File: src/rtl/difftest_step_batcher.sv
// Step batcher: folds per-cycle commit step counts from several difftest sources into
// fewer, larger nstep requests, then drains and freezes once the host reports a result.
module difftest_step_batcher #(
  parameter int unsigned STEP_WIDTH   = 8,
  parameter int unsigned NUM_SRC      = 2,
  parameter int unsigned ACC_WIDTH    = 16,
  parameter int unsigned BATCH_THRESH = 64,
  parameter int unsigned TIMEOUT      = 1024
) (
  input  logic                          clock,
  input  logic                          reset,
  input  logic [NUM_SRC*STEP_WIDTH-1:0] src_step,
  output logic                          src_stall,
  input  logic [7:0]                    simv_result,
  output logic                          nstep_valid,
  output logic [ACC_WIDTH-1:0]          nstep_count,
  input  logic                          nstep_ready,
  output logic                          halted,
  output logic                          drop_err,
  output logic [63:0]                   total_steps
);

  localparam int unsigned TmrW = $clog2(TIMEOUT) + 1;
  localparam int unsigned MaxSum = NUM_SRC * ((2 ** STEP_WIDTH) - 1);
  // Above this level one more worst-case input cycle could wrap the accumulator.
  localparam logic [ACC_WIDTH-1:0] StallLimit = {ACC_WIDTH{1'b1}} - ACC_WIDTH'(MaxSum);
  localparam logic [ACC_WIDTH-1:0] Thresh = ACC_WIDTH'(BATCH_THRESH);
  localparam logic [TmrW-1:0] TmrLast = TmrW'(TIMEOUT - 1);

  typedef enum logic [2:0] {StIdle, StAccum, StIssue, StDrain, StHalted} state_e;

  state_e               state_q;
  logic [ACC_WIDTH-1:0] acc_q;
  logic [TmrW-1:0]      tmr_q;
  logic                 valid_q;
  logic [ACC_WIDTH-1:0] count_q;
  logic                 drop_q;
  logic [63:0]          total_q;
  logic                 res_q;   // host result seen; drain once any open request completes

  logic [ACC_WIDTH-1:0] raw_sum;
  logic [ACC_WIDTH-1:0] sum;
  logic [ACC_WIDTH-1:0] nxt;
  logic                 any_nz;
  logic                 drain_req;
  logic                 hs;

  // Sum the source slices; stalled cycles contribute nothing.
  always_comb begin
    raw_sum = '0;
    any_nz  = 1'b0;
    for (int i = 0; i < int'(NUM_SRC); i++) begin
      raw_sum = raw_sum + ACC_WIDTH'(src_step[i*STEP_WIDTH +: STEP_WIDTH]);
      any_nz  = any_nz | (|src_step[i*STEP_WIDTH +: STEP_WIDTH]);
    end
    sum       = src_stall ? '0 : raw_sum;
    nxt       = acc_q + sum;
    drain_req = res_q | (simv_result != 8'd0);
    hs        = valid_q & nstep_ready;
  end

  assign src_stall   = (state_q == StDrain) || (state_q == StHalted) || res_q ||
                       (acc_q > StallLimit);
  assign nstep_valid = valid_q;
  assign nstep_count = count_q;
  assign halted      = (state_q == StHalted);
  assign drop_err    = drop_q;
  assign total_steps = total_q;

  // Batching FSM with registered request outputs and synchronous active-low reset.
  always_ff @(posedge clock) begin
    if (!reset) begin
      state_q <= StIdle;
      acc_q   <= '0;
      tmr_q   <= '0;
      valid_q <= 1'b0;
      count_q <= '0;
      drop_q  <= 1'b0;
      total_q <= '0;
      res_q   <= 1'b0;
    end else begin
      res_q <= drain_req;
      if (src_stall && any_nz) drop_q <= 1'b1;
      if (hs) total_q <= total_q + 64'(count_q);

      case (state_q)
        StIdle: begin
          // Threshold wins over a simultaneous host result; drain follows the handshake.
          if (sum >= Thresh) begin
            valid_q <= 1'b1;
            count_q <= sum;
            acc_q   <= '0;
            state_q <= StIssue;
          end else if (drain_req) begin
            if (nxt != '0) begin
              valid_q <= 1'b1;
              count_q <= nxt;
              acc_q   <= '0;
              state_q <= StDrain;
            end else begin
              state_q <= StHalted;
            end
          end else if (sum != '0) begin
            acc_q   <= sum;
            tmr_q   <= '0;
            state_q <= StAccum;
          end
        end

        StAccum: begin
          if (nxt >= Thresh || tmr_q == TmrLast) begin
            valid_q <= 1'b1;
            count_q <= nxt;
            acc_q   <= '0;
            state_q <= StIssue;
          end else if (drain_req) begin
            valid_q <= 1'b1;
            count_q <= nxt;
            acc_q   <= '0;
            state_q <= StDrain;
          end else begin
            acc_q <= nxt;
            tmr_q <= tmr_q + TmrW'(1);
          end
        end

        StIssue: begin
          if (hs) begin
            valid_q <= 1'b0;
            acc_q   <= nxt;
            if (drain_req) begin
              // Residual goes out as a separate final request from DRAIN.
              state_q <= (nxt != '0) ? StDrain : StHalted;
            end else if (nxt != '0) begin
              tmr_q   <= '0;
              state_q <= StAccum;
            end else begin
              state_q <= StIdle;
            end
          end else begin
            acc_q <= nxt;
          end
        end

        StDrain: begin
          if (valid_q) begin
            if (hs) begin
              valid_q <= 1'b0;
              state_q <= StHalted;
            end
          end else if (acc_q != '0) begin
            valid_q <= 1'b1;
            count_q <= acc_q;
            acc_q   <= '0;
          end else begin
            state_q <= StHalted;
          end
        end

        StHalted: begin
          valid_q <= 1'b0;
        end

        default: state_q <= StIdle;
      endcase
    end
  end

endmodule

File: config.mk
export PLATFORM = sky130hd
export DESIGN_NAME = difftest_step_batcher
export DESIGN_NICKNAME = d
export VERILOG_FILES = /design/src/rtl/difftest_step_batcher.sv
export SDC_FILE = /design/constraint.sdc
export NUM_CORES = 1
export LEC_CHECK = 0
export CAP_MARGIN = 20
export CELL_PAD_IN_SITES_DETAIL_PLACEMENT = 0
export CELL_PAD_IN_SITES_GLOBAL_PLACEMENT = 1
export CORE_ASPECT_RATIO = 1.5
export CORE_MARGIN = 10
export CORE_UTILIZATION = 41
export DETAILED_ROUTE_END_ITERATION = 12
export PLACE_DENSITY_LB_ADDON = 0.12
export SYNTH_ARGS = -nofsm -noshare
export SYNTH_HDL_FRONTEND = slang
export SYNTH_SLANG_ARGS = --single-unit
File: constraint.sdc
create_clock -name clock -period 7.9 [get_ports clock]
set_clock_uncertainty 0.15 [all_clocks]
set_input_delay 1.975 -clock clock [delete_from_list [all_inputs] [get_ports clock]]
set_output_delay 1.975 -clock clock [all_outputs]
set_load 0.02 [all_outputs]
* Yosys cells after proc, flatten, opt, wreduce, memory -nomap -nowiden
Index checks and enable logic that the tools add are counted.
Storage, ports and cells: input port bits 27, output and inout port bits 84, bits in registers 113, logic and storage cells 112
Operators by class: bitwise gates (word level) 4, mux-type cells 50, magnitude comparators 3, add/subtract/negate cells 4, equality and inequality tests 22, reduce and logical (&&, ||, !) cells 21
Operator list (number):
- 2-to-1 mux 16 bit | 15
- 2-to-1 mux 11 bit | 8
- adder 64 x 16 -> 64 bit | 1
- one-hot mux 16 bit (4 select lines) | 1
- one-hot mux 16 bit (3 select lines) | 1
- nonzero test 16 bit | 3
- 2-to-1 mux 3 bit | 11
- one-hot mux 11 bit (3 select lines) | 1
- inequality test 2 bit (second input constant) | 9
- adder 16 x 9 -> 16 bit | 1
- greater-or-equal comparator 16 x 7 -> 1 bit (second input constant) | 1
- greater-than comparator 16 bit (second input constant) | 1
- OR reduction 8 bit | 2
- inequality test 3 bit (second input constant) | 5
- one-hot mux 3 bit (5 select lines) | 1
- AND reduction 6 bit | 2
- adder 11 x 1 -> 11 bit (second input constant) | 1
- == test 11 x 10 -> 1 bit (second input constant) | 1
- 2-to-1 mux 1 bit | 10
- AND reduction 5 bit | 2
- adder 8 x 8 -> 9 bit | 1
- greater-or-equal comparator 9 x 7 -> 1 bit (second input constant) | 1
- 2-to-1 mux 9 bit | 1
- AND reduction 9 bit | 1
- 16 further kinds | 23

* Longest topological paths before layout
Gate-level depths: netlist of run 1.
depth after elaboration 11, depth in mapped cells 21, mapped depth without buffers 17

* Worst setup path before layout of run 1
Ideal clock, no wire load.
path kind input to register, start input port src_step[0], end register count_q[13], in the netlist nstep_count[13], arrival time 6.041 ns, path buffers 4, setup time 0.081 ns, slack 1.628 ns, data required time 7.669 ns, stages 20, cell sequence ha_1 > inv_1 > fa_1 > nor2b_1 > o2111ai_1 > nand2_1 > xnor2_1 > and2_1 > ha_1 > buf_6 > a2111o_1 > o21ai_4 > mux2i_1 > a2111o_1 > or4_4 > buf_6 > a21o_1 > buf_6 > buf_8 > a211oi_2
Between the ends: longest elaborated chain between the ends 7, elaborated cells on any way between the ends 17, those cells by class add/sub (2); order compare (2); eq/ne (3); mux (7); reduce/logical (3)
RTL lines:
- start, declared | line 12 | input logic [NUM_SRC*STEP_WIDTH-1:0] src_step,
- adder 8 x 8 -> 9 bit (*) | line 53 | raw_sum = raw_sum + ACC_WIDTH'(src_step[i*STEP_WIDTH +: STEP_WIDTH]);
- 2-to-1 mux 9 bit (*) | line 56 | sum = src_stall ? '0 : raw_sum;
- adder 16 x 9 -> 16 bit | line 57 | nxt = acc_q + sum;
- greater-or-equal comparator 16 x 7 -> 1 bit or 2-to-1 mux 16 bit (tied branches) | line 111, 95
- logical OR 1 bit or 2-to-1 mux 16 bit (tied branches) | line 111, 94
- inequality test 3 bit (no source line), or another cell as far along
- AND reduction 6 bit (no source line) or one-hot mux 16 bit (3 select lines) (tied branches)
- end signal, assigned | line 97 | count_q <= nxt;
- end signal, assigned | line 113 | count_q <= nxt;
- end signal, assigned | line 118 | count_q <= nxt;
- end, declared | line 36 | logic [ACC_WIDTH-1:0] count_q;
Every way passes the cells marked *; elsewhere a longest branch is shown, timed or not. The select of a mux whose other input is x is not followed. A chain may end at the register's enable or synchronous reset.

* Final worst setup path of run 1
start input port src_step[8], end register count_q[12], in the netlist nstep_count[12]
The elaborated chain is that of the path after synthesis.

==> flow_summary_export.csv, run 1 <==
group,metric,value,unit
routing,first_iter_violations,410,
outcome,status,"finished clean",
timing,grt_setup_unrepaired,"no",
finish,regArea,2260,um^2
worst_setup_path,worst_ep_required_time,8010,ps
synth,synth_area_leader_cell,"dfxtp_1",
timing,period_minus_slack,6940,ps
synth,synth_nets,1056,
synth,synth-edff-count,0,
die,design.core.area,19100,um^2
finish,num-fill-cells,1920,
synth,synth_common_cells,"dfxtp_1 (113), nor2_1 (102), nand2_1 (87), xnor2_1 (63), clkbuf_1 (58)",
timing,min_period_over_period,0.879,
timing,slew_violations,0,
synth,synthDistinctLibCells,79,
finish,final_layout_size_suffix_gt1_frac,0.0741,
synth,synth_most_common_cell,"dfxtp_1",
clock_network,clk_pin_slew,60,ps
worst_setup_path,worst_setup_path_start_kind,"input pin",
die,rows,62,
routing,postRouteWirelength,26300,um
global_route,antenna_found_initial,0,
clock_network,cts_root_buffer,"clkbuf_16",
worst_setup_path,ff2ff_path_depth,14,
worst_hold_path,hold_end,"tmr_q[10]$_SDFFE_PN0P_",
placed_design,dpl.hpwl,19600,um
routing,num_vias,7864,
global_route,grt_usage,0.204,
routing,first_pass_iters,5,
timing,worst-slew-pin-transition,997,ps
pwr,leakage,0.00348,uW
worst_setup_path,r2r_end,"nstep_count[12]$_SDFFE_PN0P_",
timing,whs,323,ps
pwr,p_total,2540,uW
synth,yosysWarnings,0,
timing,hold_viol,0,
clock_network,clk_path_buf_depth,2,
global_route,grt_pass1_vias,7896,
job,maxCapViolCount,0,
worst_setup_path,crit_path_max_fanout,25,
timing,max_freq,0.144,GHz
worst_setup_path,r2r_slack,1770,ps
routing,ant_nets,0,
clock_network,numCtsBuffers,17,
routing,routedWlPerCell,19.7,um
timing,relSlewSlack,0.318,
clock_network,cts-hold-fix-buffers,0,
routing,via_per_inst,5.89,
finish,stdcell_count,1336,
finish,synthToLayoutAreaGrowth,23.0,%
die,initial_core_util,0.415,
timing,tns,0,ps
die,die_y,190,um
die,die_w,133,um
routing,drc,0,
global_route,grt_overflow_total,0,
global_route,grt_pass1_wl,42600,um
worst_setup_path,worstSetupPathType,"input pin to register",
clock_network,post_cts_buffers,0,
synth,synth_area_leaders,"dfxtp_1 (29%), xnor2_1 (7.0%), ha_1 (5.4%)",
synth,ys_seq_elements,113,
worst_setup_path,end_kind,"register",
worst_setup_path,crit_slowest_cell,"or4_4",
worst_setup_path,cp_cell_sequence,"clkdlybuf4s50_1, ha_1, inv_1, fa_1, nor2b_1, o2111ai_1, nand2_1, xnor2_1, and2_1, ha_1, a2111o_1, o21ai_4, mux2i_1, a2111o_1, or4_4, a21o_1, mux2i_1",
pwr,power.density,261,nW/um^2
finish,multi_input_area,5260,um^2
worst_hold_path,worst_hold_path_type,"register to register",
worst_setup_path,cp_data_arrival_time,7050,ps
synth,avgSynthCellArea,7.98,um^2
synth,syn_inst,992,
placed_design,portBuffers,110,
pwr,peakVddDrop,0.133,mV
clock_network,cts_tree,"yes",
die,io_pins,111,
synth,synth.top_cell.area_share,0.286,
worst_setup_path,r2r_start,"state_q[2]$_SDFFE_PN0P_",
clock_network,cts_resized,0,
global_route,grt_max_degree,63,
worst_hold_path,holdPathStages,1,
synth,ys_seq_area_frac,0.286,
finish,finalNetCount,1131,
clock_network,htreeDepth,4,
timing,setup_viol,0,
finish,num_antenna_cells,0,
synth,syn_area,7910,um^2
placed_design,dp.cells,1304,
synth,synth-async-reset-ratio,0,
placed_design,gp_congestion,0.926,
clock_network,clk_latency,420,ps
worst_setup_path,cp_slowest_stage_delay,720,ps
synth,synth-main-ff-cell,"dfxtp_1",
worst_hold_path,min-delay-start,"tmr_q[10]$_SDFFE_PN0P_",
clock_network,cts_sinks,113,
die,die-area,25400,um^2
[metal layers]
layer  vias to the layer above  GRT usage  wire length (um)
li1                       3853          -                 -
met1                      3781      0.219             10300
met2                       174      0.365             13900
met3                        56     0.0459              1250
met4                         0      0.102               947
met5                         -          0                 0
[power breakdown]
| group | internal, uW | leakage, uW | switching [uW] | total, uW |
|---|---|---|---|---|
| clock | 467 | 0.000280 | 305 | 772 |
| sequential | 625 | 0.000915 | 87.3 | 712 |
| combinational | 410 | 0.00228 | 643 | 1050 |
[kinds of logic after synthesis]
| logic type | share of synthesized area |
|---|---|
| AO/OA/AOI/OAI | 0.274 |
| XOR/XNOR | 0.0786 |
| adder cells (fa/ha/maj) | 0.0614 |
| buffers and inverters | 0.0500 |
| flip-flops | 0.286 |
| multiplexers | 0.0153 |
| AND/OR/NAND/NOR | 0.234 |
[worst max-delay path by stage]
stage | slack [ps] | cells after the start | to | from
6_report | 960 | 17 | nstep_count[12]$_SDFFE_PN0P_ | src_step[8]
5_1_grt | 530 | 17 | nstep_count[12]$_SDFFE_PN0P_ | src_step[0]
4_1_cts | 960 | 15 | nstep_count[12]$_SDFFE_PN0P_ | src_step[4]
3_5_place_dp | 560 | 15 | nstep_count[12]$_SDFFE_PN0P_ | src_step[4]
3_3_place_gp | 650 | 17 | nstep_count[2]$_SDFFE_PN0P_ | src_step[8]
2_1_floorplan | 1630 | 20 | nstep_count[13]$_SDFFE_PN0P_ | src_step[0]
[final cells by class]
class / count / share of cell area
sequential: 113 / 0.233
clock inverter: 15 / 0.0163
timing repair buffer: 124 / 0.123
multi-input combinational: 785 / 0.541
clock buffer: 17 / 0.0437
inverter: 26 / 0.0100
tap: 256 / 0.0329
[worst max-delay path, delay by kind of cell]
family	cells	cell delay (ps)
compound gates	5	1890
simple gates	4	1230
fa+ha+maj	3	850
buf+inv	2	540
mux	2	320
xor+xnor	1	240
[layout by cell type, fill, tap and decap left out, types with 7 or more instances in the layout]
cell type / Yosys / layout
nor2_1: 102 / 102
xor2_1: 8 / 8
a211oi_1: 34 / 34
a221oi_1: 9 / 9
xnor2_1: 63 / 63
a21o_1: 23 / 23
o21ai_0: 40 / 40
clkbuf_16: 0 / 17
a2111oi_0: 19 / 19
o211ai_1: 18 / 18
buf_4: 0 / 14
nand2_1: 87 / 87
or2_2: 7 / 7
inv_1: 24 / 24
o41ai_1: 8 / 8
ha_1: 34 / 34
nand3_1: 41 / 41
a21oi_1: 49 / 48
a211oi_2: 10 / 10
clkdlybuf4s50_1: 0 / 109
or3_1: 11 / 11
nor3_1: 9 / 9
dfxtp_1: 113 / 113
and2_1: 19 / 19
and3_1: 25 / 25
mux2i_1: 11 / 11
nand4_1: 17 / 17
a21boi_0: 7 / 7
a31oi_1: 9 / 8
nor4_1: 10 / 10
[metrics by stage]
| stage | cell area [um^2] | utilization | worst slack [ps] |
|---|---|---|---|
| after floorplan | 7910 | - | 1630 |
| after global placement | 9150 | 0.479 | 646 |
| after detailed placement | 9150 | 0.479 | 557 |
| after CTS | 9730 | 0.510 | 956 |
| after global routing | 9730 | 0.510 | 530 |
| final | 9730 | 0.510 | 956 |
[flip-flops by register name, summed over array words and instances (netlist names)]
name and flops:
res_q 1, tmr_q 11, nstep_valid 1, state_q 3, total_steps 64, nstep_count 16, drop_err 1, acc_q 16
Power figures use the tool's default switching activity.
==> inputs of run 2 (changes only) <==
--- a/config.mk
+++ b/config.mk
@@ -12,6 +12,7 @@
 export CORE_MARGIN = 10
 export CORE_UTILIZATION = 41
 export DETAILED_ROUTE_END_ITERATION = 12
+export GPL_TIMING_DRIVEN = 1
 export PLACE_DENSITY_LB_ADDON = 0.12
 export SYNTH_ARGS = -nofsm -noshare
 export SYNTH_HDL_FRONTEND = slang
==> results of run 2 <==
No change in the layout: final DEF, timing and power equal those of run 1.
==> inputs of run 3 (changes only) <==
--- a/config.mk
+++ b/config.mk
@@ -9,11 +9,12 @@
 export CELL_PAD_IN_SITES_DETAIL_PLACEMENT = 0
 export CELL_PAD_IN_SITES_GLOBAL_PLACEMENT = 1
 export CORE_ASPECT_RATIO = 1.5
-export CORE_MARGIN = 10
+export CORE_MARGIN = 5
 export CORE_UTILIZATION = 41
 export DETAILED_ROUTE_END_ITERATION = 12
 export GPL_TIMING_DRIVEN = 1
 export PLACE_DENSITY_LB_ADDON = 0.12
+export SLEW_MARGIN = 20
 export SYNTH_ARGS = -nofsm -noshare
 export SYNTH_HDL_FRONTEND = slang
 export SYNTH_SLANG_ARGS = --single-unit
==> flow_summary_export.csv, run 3 (synthesis results as in run 1) <==
group,metric,value,unit
clock_network,clk_path_buf_depth,2,
timing,grt_setup_unrepaired,"no",
global_route,grt_overflow_total,0,
routing,drc,0,
clock_network,htreeDepth,4,
global_route,grt_max_degree,63,
global_route,grt_pass1_vias,7727,
clock_network,cts_sinks,113,
die,io_pins,111,
routing,first_pass_iters,5,
global_route,grt_pass1_wl,40900,um
pwr,power.density,263,nW/um^2
finish,final_common_cell,"dfxtp_1",
worst_setup_path,worst_ep_required_time,8060,ps
worst_setup_path,crit_path_max_fanout,16,
finish,final_layout_size_suffix_gt1_frac,0.0741,
clock_network,cts-hold-fix-buffers,0,
outcome,status,"finished clean",
placed_design,portBuffers,110,
routing,via_per_inst,5.88,
clock_network,clk_latency,420,ps
global_route,grt_usage,0.231,
timing,setup_viol,0,
routing,routedWlPerCell,19.1,um
finish,largest_register_ffs,64,
worst_setup_path,worstSetupPathType,"input pin to register",
clock_network,numCtsBuffers,17,
routing,num_vias,7860,
finish,num_antenna_cells,0,
worst_setup_path,worst_setup_path_start_kind,"input pin",
timing,min_period_over_period,0.884,
timing,tns,0,ps
job,maxCapViolCount,0,
timing,period_minus_slack,6980,ps
placed_design,dpl.hpwl,19000,um
die,rows,62,
die,initial_core_util,0.415,
clock_network,cts_tree,"yes",
finish,final_cell_mix,"dfxtp_1 (113), clkdlybuf4s50_1 (109), nor2_1 (102), nand2_1 (87), xnor2_1 (63)",
die,die-area,22200,um^2
timing,slew_violations,0,
clock_network,cts_root_buffer,"clkbuf_16",
global_route,antenna_found_initial,0,
placed_design,gp_congestion,0.904,
pwr,peakVddDrop,0.138,mV
pwr,leakage,0.00348,uW
routing,ant_nets,0,
finish,synthToLayoutAreaGrowth,23.4,%
finish,stdcell_count,1336,
die,die_y,180,um
routing,postRouteWirelength,25500,um
die,die_w,123,um
timing,hold_viol,0,
die,design.core.area,19100,um^2
clock_network,post_cts_buffers,0,
timing,relSlewSlack,0.253,
finish,finalNetCount,1131,
timing,max_freq,0.143,GHz
clock_network,cts_resized,0,
clock_network,clk_pin_slew,60,ps
timing,setup_ws,919,ps
worst_hold_path,worst_hold_path_type,"register to register",
routing,first_iter_violations,506,
placed_design,place_ws,567,ps
timing,worst-slew-pin-transition,1090,ps
worst_setup_path,cp_data_arrival_time,7140,ps
worst_setup_path,end_kind,"register",
placed_design,dp.cells,1304,
[run 3: cell types whose count changed in the layout (fill, tap and decap cells not counted)]
cell and change:
clkinv_4 -1, bufinv_16 +1, clkinv_2 -3, clkbuf_8 +1, clkinvlp_4 +2
[run 3: power breakdown]
part | internal (uW) | leakage, uW | switching, uW
combinational | 407 | 0.00228 | 641
sequential | 625 | 0.000915 | 87.1
clock | 508 | 0.000286 | 299
[run 3: layout make-up]
cell class,instances,area [um^2]
clock inverters,14,180
multi-input cells,785,5260
flip-flops and latches,113,2260
fillers,1893,9320
repair buffers,124,1200
well taps,256,320
clock buffers,18,439
inverters,26,97.6
[run 3: metrics by stage]
stage	cell area, um^2	hold slack (ps)	utilization	total power (uW)
after floorplan	7910	289	-	1470
after global placement	9150	301	0.479	1770
final	9760	318	0.512	2570
after CTS	9760	321	0.512	2580
after global routing	9760	339	0.512	2710
after detailed placement	9150	308	0.479	1760
[run 3: worst paths after layout]
kind	startpoint	endpoint	slack [ps]	cells past startpoint
setup / recovery	src_step[4]	acc_q[2]$_SDFFE_PN0P_	920	15
hold / removal	tmr_q[3]$_SDFFE_PN0P_	tmr_q[3]$_SDFFE_PN0P_	320	1
setup reg to reg	state_q[2]$_SDFFE_PN0P_	nstep_count[12]$_SDFFE_PN0P_	1900	14
hold reg to reg	tmr_q[3]$_SDFFE_PN0P_	tmr_q[3]$_SDFFE_PN0P_	320	1
[run 3: layer usage]
metal,vias up,share of wire,track usage
li1,3856,-,-
met1,3711,0.39,0.252
met2,224,0.52,0.408
met3,69,0.049,0.0540
met4,0,0.044,0.114
met5,-,0,0
[run 3: worst max-delay path, cell delays in order]
cell	delay, ps
clkdlybuf4s50_1	430
ha_1	400
and3_1	240
a221oi_1	330
xor2_1	310
nor2_1	110
ha_1	460
and3b_1	220
a211o_1	260
or3b_1	410
nor4_1	570
nand4_1	180
or3_1	360
o21a_1	460
o221a_2	390
==> RTL edit: new RTL, settings of run 1 <==
The parameter `STEP_WIDTH` goes from 8 to 9.
--- a/src/rtl/difftest_step_batcher.sv
+++ b/src/rtl/difftest_step_batcher.sv
@@ -1,7 +1,7 @@
 // Step batcher: folds per-cycle commit step counts from several difftest sources into
 // fewer, larger nstep requests, then drains and freezes once the host reports a result.
 module difftest_step_batcher #(
-  parameter int unsigned STEP_WIDTH   = 8,
+  parameter int unsigned STEP_WIDTH   = 9,
   parameter int unsigned NUM_SRC      = 2,
   parameter int unsigned ACC_WIDTH    = 16,
   parameter int unsigned BATCH_THRESH = 64,
Interface: changed (resized src_step); port bits go from 111 to 113. The function was not compared with the original's and may differ.
==> RTL edit against run 1 <==
Total power is 0.55% lower; fmax fell by 4.0%; routed wire length is 8.1% lower; design area fell by 2.8%; area after synthesis fell by 4.7%; combinational power shrank 9.7%; sequential cell count unchanged; setup slack lost 0.29 ns.
==> RTL edit: results (changes against run 1) <==
Outcome
  – Status: finished, final reports clean

Worst setup path
  – Critical path launch point: src_step[0]
  – Flop2flop setup slack: 2.04 ns (+0.27 ns)
  – WP data arrival: 7.41 ns (+0.36 ns)
  – RR Endpoint: acc_q[14]
  – Worst r2r path cells: 16 (+2)
  – Critical-path top delay cell: o311ai_0
  – Crit-path max cell delay: 0.47 ns (-0.25 ns)
  – Crit-path max FO: 11 (-56%)

Clocking
  – CTS resizes: 0 (unchanged)
  – Clock latency on the worst-skew pair: 0.41 ns
  – CTS Hold Bufs: 0 (unchanged)

Power and ir drop
  – Internal Pwr Total: 1550 uW (+3.3%)
  – Maximum VDD drop: 143 uV (+7.6%)
  – Leakage Power: 0.00341 uW (-1.9%)

Global routing
  – Vias in the first global route: 7,394 (-6.4%)
  – GRT Resource Usage Total: 0.199 (-0.00491)
  – Largest net degree at the start of global routing: 84 (+33%)
  – First-pass GRT wire length: 38.5 mm (-9.5%)

Finish
  – Layout cell share with drive strength beyond 1: 0.0675 (-0.00653)
  – # fillers: 1,791 (-6.7%)
  – # nets final: 1,121 (-0.88%)

Min path
  – Tightest Hold Check Type: reg2reg
  – Hold depth: 2 (+1)

Synthesis
  – Synthesized Nets: 1,021 (-3.3%)
  – Cell variety after synth: 75 (-5.1%)
  – Commonest cells in the netlist: dfxtp_1 (113), nor2_1 (109), nand2_1 (80), a21oi_1 (74), o21ai_0 (46)
  – Synth top area cells: dfxtp_1 (30%), ha_1 (6.0%), nor2_1 (5.4%), a21oi_1 (4.9%), xnor2_1 (4.6%)
  – Sequential area share after synthesis: 0.300 (+0.0142)

Detailed routing
  – Via density: 5.85 (-0.61%)
  – Initial drt markers: 494 (+20%)
  – WL per Instance: 18.9 microns (-4.3%)

Placement
  – GP Congestion: 0.881 (-4.9%)
  – Detailed Place HPWL: 18.2 mm (-7.0%)
  – Port Buf Inserts: 112 (+1.8%)

Timing
  – Slew at the pin closest to its max-slew limit: 1.02 ns (+0.0276 ns)
[RTL edit: cell types whose count changed after synthesis, moves of 16 or more]
cell	change
xor2_1	+17
nor3_1	+23
xnor2_1	-23
a21oi_1	+25
and3_1	-16
clkbuf_1	-30
[RTL edit: final cells by class]
type / instances / area, sq um / share of cell area
multi-input cells: 763 / 4920 / 0.521
clock buffers: 19 / 453 / 0.0479
clock inverters: 13 / 209 / 0.0221
flip-flops and latches: 113 / 2260 / 0.239
repair buffers: 124 / 1210 / 0.128
well taps: 217 / 272 / 0.0287
inverters: 34 / 128 / 0.0135
[RTL edit: worst min-delay path, delay by kind of cell, from the launching register on]
| kind | cells | cell delay (ns) |
|---|---|---|
| simple gates | 1 | 0.05 |
| compound gates | 1 | 0.03 |
| flops | 1 | 0.31 |
[RTL edit: logic make-up after synthesis]
logic type               Yosys count  share of synthesized area
XOR/XNOR                          65                     0.0755
flip-flops                       113                      0.300
multiplexers                      10                     0.0133
AND/OR/NAND/NOR                  368                      0.242
AO/OA/AOI/OAI                    281                      0.255
buffers and inverters             77                     0.0463
adder cells (fa/ha/maj)           39                     0.0677
[RTL edit: worst min path at each step]
stage | start | to | slack [ns]
2_1_floorplan | tmr_q[10] | tmr_q[10] | 0.26
3_3_place_gp | tmr_q[10] | tmr_q[10] | 0.27
3_5_place_dp | tmr_q[10] | tmr_q[10] | 0.28
4_1_cts | tmr_q[10] | tmr_q[10] | 0.29
5_1_grt | tmr_q[10] | tmr_q[10] | 0.30
6_report | tmr_q[10] | tmr_q[10] | 0.29
[RTL edit: power by group through the flow]
stage	Sequential, uW	Combinational (uW)	Clock [uW]
2_1_floorplan	714	641	0
3_3_place_gp	721	940	0
3_5_place_dp	721	943	0
4_1_cts	708	947	884
5_1_grt	717	1040	911
6_report	709	948	866
[RTL edit: metrics by stage]
step | total power [uW] | cell area [sq um] | instances | worst slack (ns)
2_1_floorplan | 1350 | 7540 | 953 | 1.24
3_3_place_gp | 1660 | 8780 | 1249 | 0.429
3_5_place_dp | 1660 | 8780 | 1250 | 0.310
4_1_cts | 2540 | 9440 | 1282 | 0.726
5_1_grt | 2670 | 9460 | 1283 | 0.193
6_report | 2520 | 9460 | 1283 | 0.665
[RTL edit: per-layer routing]
layer	share of wire	global-route usage
met1	0.41	0.224
met2	0.51	0.353
met3	0.053	0.0439
met4	0.023	0.0759
met5	0	0
